File: config.mk
export PLATFORM = sky130hd
export DESIGN_NAME = cu_store_responder
export DESIGN_NICKNAME = d
export VERILOG_FILES = /design/src/rtl/cu_store_responder_pkg.sv /design/src/rtl/cu_store_regdec.sv /design/src/rtl/cu_store_responder.sv
export SDC_FILE = /design/constraint.sdc
export NUM_CORES = 1
export LEC_CHECK = 0
export ABC_AREA = 1
export CAP_MARGIN = 20
export CORE_MARGIN = 4
export CORE_UTILIZATION = 48
export DETAILED_ROUTE_END_ITERATION = 7
export GPL_ROUTABILITY_DRIVEN = 0
export GPL_TIMING_DRIVEN = 0
export PLACE_DENSITY_LB_ADDON = 0.08
export SLEW_MARGIN = 25
export SYNTH_ARGS = -nofsm -noshare
export SYNTH_HDL_FRONTEND = slang
export SYNTH_SLANG_ARGS = --single-unit
File: constraint.sdc
create_clock -name clk -period 5.1 [get_ports clk]
set_input_delay 0.765 -clock clk [delete_from_list [all_inputs] [get_ports clk]]
set_output_delay 0.765 -clock clk [all_outputs]
set_load 0.02 [all_outputs]
File: src/rtl/cu_store_responder_pkg.sv
// Shared constants and FSM encoding for the DFU store-path responder.
// Register addresses, bus widths and the row-transfer state type live here.
package cu_store_responder_pkg;

    localparam int FIFO_WIDTH_DEF = 32;
    localparam int SRAM_AW_DEF    = 12;
    localparam int MAX_LEN_DEF    = 64;

    localparam logic [31:0] CU_LENGTH_DEF    = 32'h10;
    localparam logic [31:0] CU_SRAM_ADDR_DEF = 32'h14;
    localparam logic [31:0] CU_DRAM_ADDR_DEF = 32'h18;

    // Slot order of the three configuration registers inside the decoder
    localparam int NUM_REGS = 3;
    localparam int REG_LEN  = 0;
    localparam int REG_ROW  = 1;
    localparam int REG_DRAM = 2;

    typedef enum logic [2:0] {
        ST_CFG,
        ST_ACK,
        ST_WAIT_INT,
        ST_RD,
        ST_WR,
        ST_DONE
    } state_t;

endpackage

File: src/rtl/cu_store_regdec.sv
// Configuration register decoder: latches length, SRAM row and DRAM address writes,
// tracks which of them have been loaded, and flags writes to unknown addresses.
module cu_store_regdec
    import cu_store_responder_pkg::*;
#(
    parameter int                    FIFO_WIDTH   = FIFO_WIDTH_DEF,
    parameter logic [FIFO_WIDTH-1:0] CU_LENGTH    = FIFO_WIDTH'(CU_LENGTH_DEF),
    parameter logic [FIFO_WIDTH-1:0] CU_SRAM_ADDR = FIFO_WIDTH'(CU_SRAM_ADDR_DEF),
    parameter logic [FIFO_WIDTH-1:0] CU_DRAM_ADDR = FIFO_WIDTH'(CU_DRAM_ADDR_DEF)
) (
    input  logic                  clk,
    input  logic                  rst,
    input  logic                  en,
    input  logic                  clr,
    input  logic                  req,
    input  logic                  addr_vld,
    input  logic                  data_vld,
    input  logic [FIFO_WIDTH-1:0] addr,
    input  logic [FIFO_WIDTH-1:0] data,
    output logic [FIFO_WIDTH-1:0] len,
    output logic [FIFO_WIDTH-1:0] row,
    output logic [FIFO_WIDTH-1:0] dram,
    output logic                  all_loaded,
    output logic                  any_loaded,
    output logic                  err
);

    logic                  wr_stb;
    logic [NUM_REGS-1:0]   hit;
    logic [NUM_REGS-1:0]   loaded_vec;
    logic [FIFO_WIDTH-1:0] val_vec [NUM_REGS];
    logic                  err_reg;

    assign wr_stb = en && req && addr_vld && data_vld;

    generate
        for (genvar gi = 0; gi < NUM_REGS; gi++) begin : g_reg
            localparam logic [FIFO_WIDTH-1:0] ADDR =
                (gi == REG_LEN) ? CU_LENGTH :
                (gi == REG_ROW) ? CU_SRAM_ADDR : CU_DRAM_ADDR;

            logic [FIFO_WIDTH-1:0] val_reg;
            logic                  loaded_reg;

            assign hit[gi] = wr_stb && (addr == ADDR);

            always_ff @(posedge clk or negedge rst) begin
                if (!rst) begin
                    val_reg    <= '0;
                    loaded_reg <= 1'b0;
                end else begin
                    if (hit[gi])
                        val_reg <= data;
                    if (clr)
                        loaded_reg <= 1'b0;
                    else if (hit[gi])
                        loaded_reg <= 1'b1;
                end
            end

            assign val_vec[gi]    = val_reg;
            assign loaded_vec[gi] = loaded_reg;
        end
    endgenerate

    // A write that matches none of the three registers is dropped but reported
    always_ff @(posedge clk or negedge rst) begin
        if (!rst)
            err_reg <= 1'b0;
        else
            err_reg <= wr_stb && (hit == '0);
    end

    assign len        = val_vec[REG_LEN];
    assign row        = val_vec[REG_ROW];
    assign dram       = val_vec[REG_DRAM];
    assign all_loaded = &loaded_vec;
    assign any_loaded = |loaded_vec;
    assign err        = err_reg;

endmodule

File: src/rtl/cu_store_responder.sv
// Arbiter-side responder for the DFU store path: acknowledges the configuration
// writes, then on read_interrupt copies one SRAM row to DRAM a word at a time.
module cu_store_responder
    import cu_store_responder_pkg::*;
#(
    parameter int                    FIFO_WIDTH   = FIFO_WIDTH_DEF,
    parameter int                    SRAM_AW      = SRAM_AW_DEF,
    parameter int                    MAX_LEN      = MAX_LEN_DEF,
    parameter logic [FIFO_WIDTH-1:0] CU_LENGTH    = FIFO_WIDTH'(CU_LENGTH_DEF),
    parameter logic [FIFO_WIDTH-1:0] CU_SRAM_ADDR = FIFO_WIDTH'(CU_SRAM_ADDR_DEF),
    parameter logic [FIFO_WIDTH-1:0] CU_DRAM_ADDR = FIFO_WIDTH'(CU_DRAM_ADDR_DEF)
) (
    input  logic                  clk,
    input  logic                  rst,
    input  logic                  ar_rd_req,
    input  logic [FIFO_WIDTH-1:0] ar_rd_addr,
    input  logic                  ar_rd_addr_vld,
    input  logic [FIFO_WIDTH-1:0] ar_rd_data,
    input  logic                  ar_rd_data_vld,
    output logic                  ar2dfu_ack,
    input  logic                  read_interrupt,
    output logic                  sram_rd_en,
    output logic [SRAM_AW-1:0]    sram_rd_addr,
    input  logic [FIFO_WIDTH-1:0] sram_rd_data,
    output logic                  dram_wr_req,
    output logic [FIFO_WIDTH-1:0] dram_wr_addr,
    output logic [FIFO_WIDTH-1:0] dram_wr_data,
    input  logic                  dram_wr_ready,
    output logic                  ack_sram_c_rd,
    output logic                  busy,
    output logic                  err
);

    localparam int IDX_W = $clog2(MAX_LEN + 1);

    state_t                state_reg, state_next;
    logic [IDX_W-1:0]      idx_reg, idx_next;
    logic                  len_err_reg, len_err_next;
    logic                  wr_first_reg;
    logic [FIFO_WIDTH-1:0] wr_data_reg;

    logic [FIFO_WIDTH-1:0] len_val, row_val, dram_val;
    logic                  all_loaded, any_loaded, cfg_err;
    logic                  len_legal, last_beat;

    cu_store_regdec #(
        .FIFO_WIDTH   (FIFO_WIDTH),
        .CU_LENGTH    (CU_LENGTH),
        .CU_SRAM_ADDR (CU_SRAM_ADDR),
        .CU_DRAM_ADDR (CU_DRAM_ADDR)
    ) u_regdec (
        .clk        (clk),
        .rst        (rst),
        .en         (state_reg == ST_CFG),
        .clr        (state_reg == ST_DONE),
        .req        (ar_rd_req),
        .addr_vld   (ar_rd_addr_vld),
        .data_vld   (ar_rd_data_vld),
        .addr       (ar_rd_addr),
        .data       (ar_rd_data),
        .len        (len_val),
        .row        (row_val),
        .dram       (dram_val),
        .all_loaded (all_loaded),
        .any_loaded (any_loaded),
        .err        (cfg_err)
    );

    assign len_legal = (len_val != '0) && (len_val <= FIFO_WIDTH'(MAX_LEN));
    assign last_beat = (FIFO_WIDTH'(idx_reg) == (len_val - FIFO_WIDTH'(1)));

    always_ff @(posedge clk or negedge rst) begin
        if (!rst) begin
            state_reg    <= ST_CFG;
            idx_reg      <= '0;
            len_err_reg  <= 1'b0;
            wr_first_reg <= 1'b0;
            wr_data_reg  <= '0;
        end else begin
            state_reg    <= state_next;
            idx_reg      <= idx_next;
            len_err_reg  <= len_err_next;
            wr_first_reg <= (state_reg == ST_RD);
            if (wr_first_reg)
                wr_data_reg <= sram_rd_data;
        end
    end

    always_comb begin
        state_next   = state_reg;
        idx_next     = idx_reg;
        len_err_next = 1'b0;
        case (state_reg)
            ST_CFG:      if (all_loaded) state_next = ST_ACK;
            ST_ACK:      state_next = ST_WAIT_INT;
            ST_WAIT_INT: begin
                if (read_interrupt) begin
                    if (len_legal) begin
                        state_next = ST_RD;
                    end else begin
                        state_next   = ST_DONE;
                        len_err_next = 1'b1;
                    end
                end
            end
            ST_RD:       state_next = ST_WR;
            ST_WR: begin
                if (dram_wr_ready) begin
                    if (last_beat) begin
                        state_next = ST_DONE;
                    end else begin
                        idx_next   = idx_reg + IDX_W'(1);
                        state_next = ST_RD;
                    end
                end
            end
            ST_DONE: begin
                idx_next   = '0;
                state_next = ST_CFG;
            end
            default:     state_next = ST_CFG;
        endcase
    end

    // SRAM data is live only in the first WR cycle; later stall cycles replay the captured copy
    assign dram_wr_data  = wr_first_reg ? sram_rd_data : wr_data_reg;
    assign dram_wr_addr  = dram_val + FIFO_WIDTH'(idx_reg);
    assign dram_wr_req   = (state_reg == ST_WR);
    assign sram_rd_en    = (state_reg == ST_RD);
    assign sram_rd_addr  = sram_rd_en ?
                           SRAM_AW'(row_val * len_val + FIFO_WIDTH'(idx_reg)) : '0;
    assign ar2dfu_ack    = (state_reg == ST_ACK);
    assign ack_sram_c_rd = (state_reg == ST_DONE);
    assign busy          = (state_reg == ST_CFG) ? any_loaded : (state_reg != ST_DONE);
    assign err           = cfg_err | len_err_reg;

endmodule

== Word level (Yosys, flattened, before mapping) ==
Cells that the tools add are included.
Word-level totals
  bits in registers: 144
  input port bits: 103
  output and inout port bits: 82
  word-level logic and storage cells: 73
Operators by class
  add/sub/neg operators: 4
  $mul: 1
  $lt $le $gt $ge: 1
  eq/ne operators: 14
  muxes and demuxes: 21
  bitwise operators: 1
  reductions and logical operators: 19
Operators with widths (count)
  32-bit by 5-bit equality test with 1-bit output, second input constant: 3
  32-bit by 7-bit adder with 32-bit output: 1
  7-bit by 32-bit equality test with 1-bit output: 1
  32-bit by 7-bit less-or-equal comparator with 1-bit output, second input constant: 1
  32-bit by 32-bit multiplier with 12-bit output: 1
  32-bit two-way mux: 1
  32-bit nonzero test: 1
  32-bit by 1-bit subtractor with 32-bit output, second input constant: 1
  3-bit two-way mux: 5
  3-bit case mux with 5 select lines: 1
  7-bit two-way mux: 2
  7-bit case mux with 2 select lines: 1
  12-bit by 7-bit adder with 12-bit output: 1
  12-bit two-way mux: 1
  1-bit two-way mux: 10
  3-bit AND reduction: 3
  1-bit logical AND: 8
  2-bit nonzero test: 4
  7-bit by 1-bit adder with 7-bit output, second input constant: 1
  3-bit by 2-bit equality test with 1-bit output, second input constant: 2
  3-bit equality test, second input constant: 2
  3-bit logical NOT: 2
  2-bit != test, second input constant: 3
  3-bit by 1-bit equality test with 1-bit output, second input constant: 1
  4 further kinds: 4

== Longest topological paths before layout ==
  word-level depth: 7
  gate-level depth with buffers: 24
  mapped depth without buffers: 23

== Modules after synthesis ==
From an unflattened synthesis, not the netlist that was laid out.
Unflattened totals
  cell total of the unflattened synthesis: 1473
  area total of the unflattened synthesis: 10909.2 um^2
By module, submodules not included
  cu_store_responder: instances 1, cells each 956, area an instance 6631.4 um^2, sequential area each 1101.1 um^2
  cu_store_regdec: instances 1, cells each 517, area an instance 4277.9 um^2, sequential area each 2502.4 um^2

== Worst setup path before layout ==
Ideal clock, no wire load.
  kind: reg2out
  start point: register u_regdec.g_reg[0].val_reg[2], in the netlist u_regdec.len[2]
  end point: output sram_rd_addr[11]
  data arrival time: 4766 ps
  required time: 4335 ps
  path slack: -431 ps
  stages on the path, launching flop included: 24
  path buffers: 1
  cell sequence: dfrtp_1 clkbuf_1 nand2_1 inv_1 fa_1 inv_1 fa_1 inv_1 fa_1 ha_1 inv_1 fa_1 inv_1 ha_1 a21oi_1 nand2_1 a21o_1 a21oi_1 nor2_1 o21ai_0 nand2_1 nand3_1 nand2_1 nor2_1
On the way
  word-level cells in the longest chain between the ends: 3
RTL lines
  from (decl): line cu_store_regdec.sv:42  | logic [FIFO_WIDTH-1:0] val_reg;
  from (signal assigned): line cu_store_regdec.sv:53  | val_reg <= data;
  32-bit by 32-bit multiplier with 12-bit output: line cu_store_responder.sv:131  | SRAM_AW'(row_val * len_val + FIFO_WIDTH'(idx_reg)) : '0;
  12-bit by 7-bit adder with 12-bit output: line cu_store_responder.sv:131
  12-bit two-way mux: line cu_store_responder.sv:130  | assign sram_rd_addr = sram_rd_en ?
  to (decl): line cu_store_responder.sv:23  | output logic [SRAM_AW-1:0] sram_rd_addr,
Every way passes these cells.

== Worst setup path after layout ==
  start point: register u_regdec.g_reg[1].val_reg[6], in the netlist u_regdec.row[6]
  end point: output sram_rd_addr[11]
On the way
  word-level cells in the longest chain between the ends: 3
RTL lines (line)
  from (decl): cu_store_regdec.sv:42
  from (signal assigned): cu_store_regdec.sv:53
  32-bit by 32-bit multiplier with 12-bit output: cu_store_responder.sv:131
  12-bit by 7-bit adder with 12-bit output: cu_store_responder.sv:131
  12-bit two-way mux: cu_store_responder.sv:130
Every way passes these cells.

==> reports/metrics.cfg <==
[flow_run]
cap_viol_max_count=0

[worst_setup_path]
crit_top_cell=fa_1
cp-endpoint=sram_rd_addr[11]
timing.rr.end=idx_reg[4]
path_class=reg -> out
worstRegToRegCells=15
critPathRequiredTime_ns=4.34
r2r_setup_slack_ns=2.05
critPathMaxStageDelay_ns=0.53
critPathCaptureType=primary output
path_cells=nand2_2 -> inv_2 -> fa_1 -> inv_1 -> fa_1 -> inv_1 -> fa_1 -> ha_1 -> inv_1 -> fa_1 -> inv_2 -> ha_4 -> a21oi_2 -> nand2_2 -> a21o_1 -> a21oi_2 -> nor2_1 -> o21ai_1 -> nand2_1 -> nand3_1 -> nand2_2 -> nor2_4 -> buf_6
crit_slowest_cell=fa_1
cp_max_fo=7
reg2reg_from=u_regdec.len[0]
startpoint=u_regdec.row[6]
critPathArrivalTime_ns=4.89
start_kind=flop

[run_status]
outcome=complete, but fails checks
violations=negative setup slack

[synth]
synth_cell_type_count=43
syn_avg_cell_area_um2=7.535
synth_edf_count=0
synth-seq-cells=124
yosys_warnings=0
netlist_instances=1283
synthFlopType=dfrtp_1
seq_area_frac_synth=0.3210
synthArstFlopShare=1.000
syn-cell-area_mm2=0.009667
syn_nets=1478

[global_route]
antenna_found_initial=0
grt_usage=0.2513
grt_start_max_net_pins=85
first_global_vias=8935
grt_pass1_wl_um=44820
grt-ovfl-total=0

[floorplan]
die_area_mm2=0.02247
start_util=0.4919
die_w_um=149.9
row_count=51
fp.coreArea_mm2=0.01965
die_h_um=149.9
ios=185

[clocking]
cts_tree=done
root_buffer=clkbuf_16
cts.clk_slew.worst_paths_ns=0.06
ctsHoldBuffers=0
cts_max_path_buffers=2
cts_sinks=124
cts-buffers-inserted=17
ctsHtreeMaxLevel=4
clk_latency_ns=0.42

[pwr]
max-vdd-ir-drop_mv=0.3426
power_density_mw_per_mm2=284.6
total_power_mw=3.718
total_leakage_power_nw=6.627

[routing]
postRouteAntennaNets=0
via_count=8983
dr.pass1.iters=5
wl_um=27670
drt-initial-drc-count=626
post_drt_via_cell_ratio=4.999
wl_per_cell_um=15.40
drcViolationCount=0

[min_path]
worst_hold_path_type=in -> async

[sta]
worst_slew_pin_slew_ns=0.7832
whs_ns=0.2207
slew-limit-headroom=0.4750
setup_slack_ns=-0.5541
slew_violations=0
max_freq_mhz=176.9
skew_ns=0.007092
hold_viol_final=0
finalSetupViolCount=4
grt_setup_unrepaired=yes
min_period_ns=5.654
fin_crit_sh=1.109

[final_layout]
postLayoutCoreUtil=0.6647
n_antenna_cell=0
drive_gt1_frac=0.1390
area_growth_pct=35.14
fin_nets=1714
final_area_mm2=0.01306

[placed_design]
post_dp_cell_area_mm2=0.01196
dpl.hpwl_um=21420
io_buffer_count=184
dp_worst_setup_slack_ns=-1.127

-- routing by layer --
layer | share of wire | vias to the layer above | routed length [µm] | global-route usage
met5 | 0 | - | 0 | 0
met2 | 0.48 | 263 | 13170 | 0.4084
li1 | - | 4458 | - | -
met3 | 0.082 | 34 | 2271 | 0.07087
met4 | 0.014 | 0 | 383 | 0.05627
met1 | 0.43 | 4228 | 11840 | 0.3362
-- worst min-delay path by stage --
stage	startpoint	end	slack (ns)	cells after the start
2_1_floorplan	u_regdec.dram[21]	u_regdec.dram[21]	0.45	2
3_3_place_gp	u_regdec.dram[24]	u_regdec.dram[24]	0.47	2
3_5_place_dp	u_regdec.dram[24]	u_regdec.dram[24]	0.47	2
4_1_cts	rst	u_regdec.len[17]	0.22	1
5_1_grt	rst	u_regdec.len[17]	0.24	1
6_report	rst	u_regdec.len[17]	0.22	1
-- where the power goes --
group	internal, mW	switching (mW)	total, mW
Combinational	0.590	0.627	1.22
Sequential	1.15	0.0757	1.22
Clock	0.789	0.491	1.28
Total	2.52	1.19	3.72
-- final cells by class --
type / count / area [µm²]
clock inverters: 15 / 202.7
well taps: 265 / 331.6
plain buffers: 28 / 166.4
flip-flops and latches: 124 / 3117
multi-input cells: 881 / 5715
inverters: 242 / 908.4
fillers: 1705 / 6590
clock buffers: 17 / 425.4
repair buffers: 225 / 2197
-- metrics by stage --
stage | TNS [ns] | cells
finish | -1.446 | 1797
floorplan | -0.008494 | 1283
global route | -2.493 | 1797
global placement | -218.62 | 1732
CTS | -1.750 | 1785
detailed placement | -3.959 | 1733
-- layout by cell type, fill, tap and decap left out, types with 32 or more instances in the layout --
cell type,n
buf_4,40
dfrtp_1,113
nor2_1,107
nand3_1,35
inv_1,220
mux2_2,32
o21ai_0,87
clkdlybuf4s50_1,175
nand2_1,333
ha_1,37
xor2_1,37
fa_1,42
-- critical path, delay by kind of cell (launching register included) --
family / cells / cell delay (ns)
simple gates: 7 / 0.62
compound gates: 4 / 0.57
fa+ha+maj: 6 / 2.45
flops: 1 / 0.48
buf+inv: 6 / 0.36
-- cell usage after synthesis (2+ instances only) --
| library cell | instances | area, µm² |
|---|---|---|
| o22ai_1 | 2 | 12.51 |
| nand2_4 | 2 | 22.52 |
| inv_1 | 237 | 889.6 |
| a21oi_1 | 19 | 95.09 |
| clkbuf_1 | 28 | 105.1 |
| o21ai_1 | 6 | 30.03 |
| nand3b_1 | 5 | 37.54 |
| nand3_1 | 36 | 180.2 |
| xnor2_1 | 18 | 157.7 |
| nor2_2 | 8 | 50.05 |
| a21o_1 | 2 | 15.01 |
| nand4_1 | 28 | 175.2 |
| nor4_1 | 12 | 75.07 |
| mux2_2 | 32 | 360.4 |
| o21bai_1 | 2 | 15.01 |
| fa_1 | 45 | 900.9 |
| inv_2 | 4 | 15.01 |
| buf_1 | 4 | 15.01 |
| ha_1 | 47 | 588.1 |
| or2_2 | 2 | 12.51 |
| xor2_1 | 38 | 332.8 |
| nand2_2 | 4 | 25.02 |
| nor2_4 | 8 | 90.09 |
| nor3_1 | 16 | 80.08 |
| nand2_1 | 341 | 1280 |
| o21ai_0 | 89 | 445.4 |
| nor2_1 | 109 | 409.1 |
| dfrtp_1 | 124 | 3103 |
-- logic make-up (layout without fill, tap and decap cells) --
| logic type | count (synthesis) | count (layout) | synth area share |
|---|---|---|---|
| fa+ha+maj | 92 | 92 | 0.1540 |
| mux | 32 | 32 | 0.03728 |
| buf+inv | 278 | 527 | 0.1094 |
| simple gates | 576 | 576 | 0.2600 |
| flops | 124 | 124 | 0.3210 |
| compound gates | 125 | 125 | 0.06756 |
| xor+xnor | 56 | 56 | 0.05074 |
-- timing repair --
action,4_1_cts,5_1_grt
setup endpoints to repair,9,8
setup buffers,28,12
gates resized for setup,66,43
pin swaps,20,28
cloned,0,0
Power figures use the tool's default switching activity.
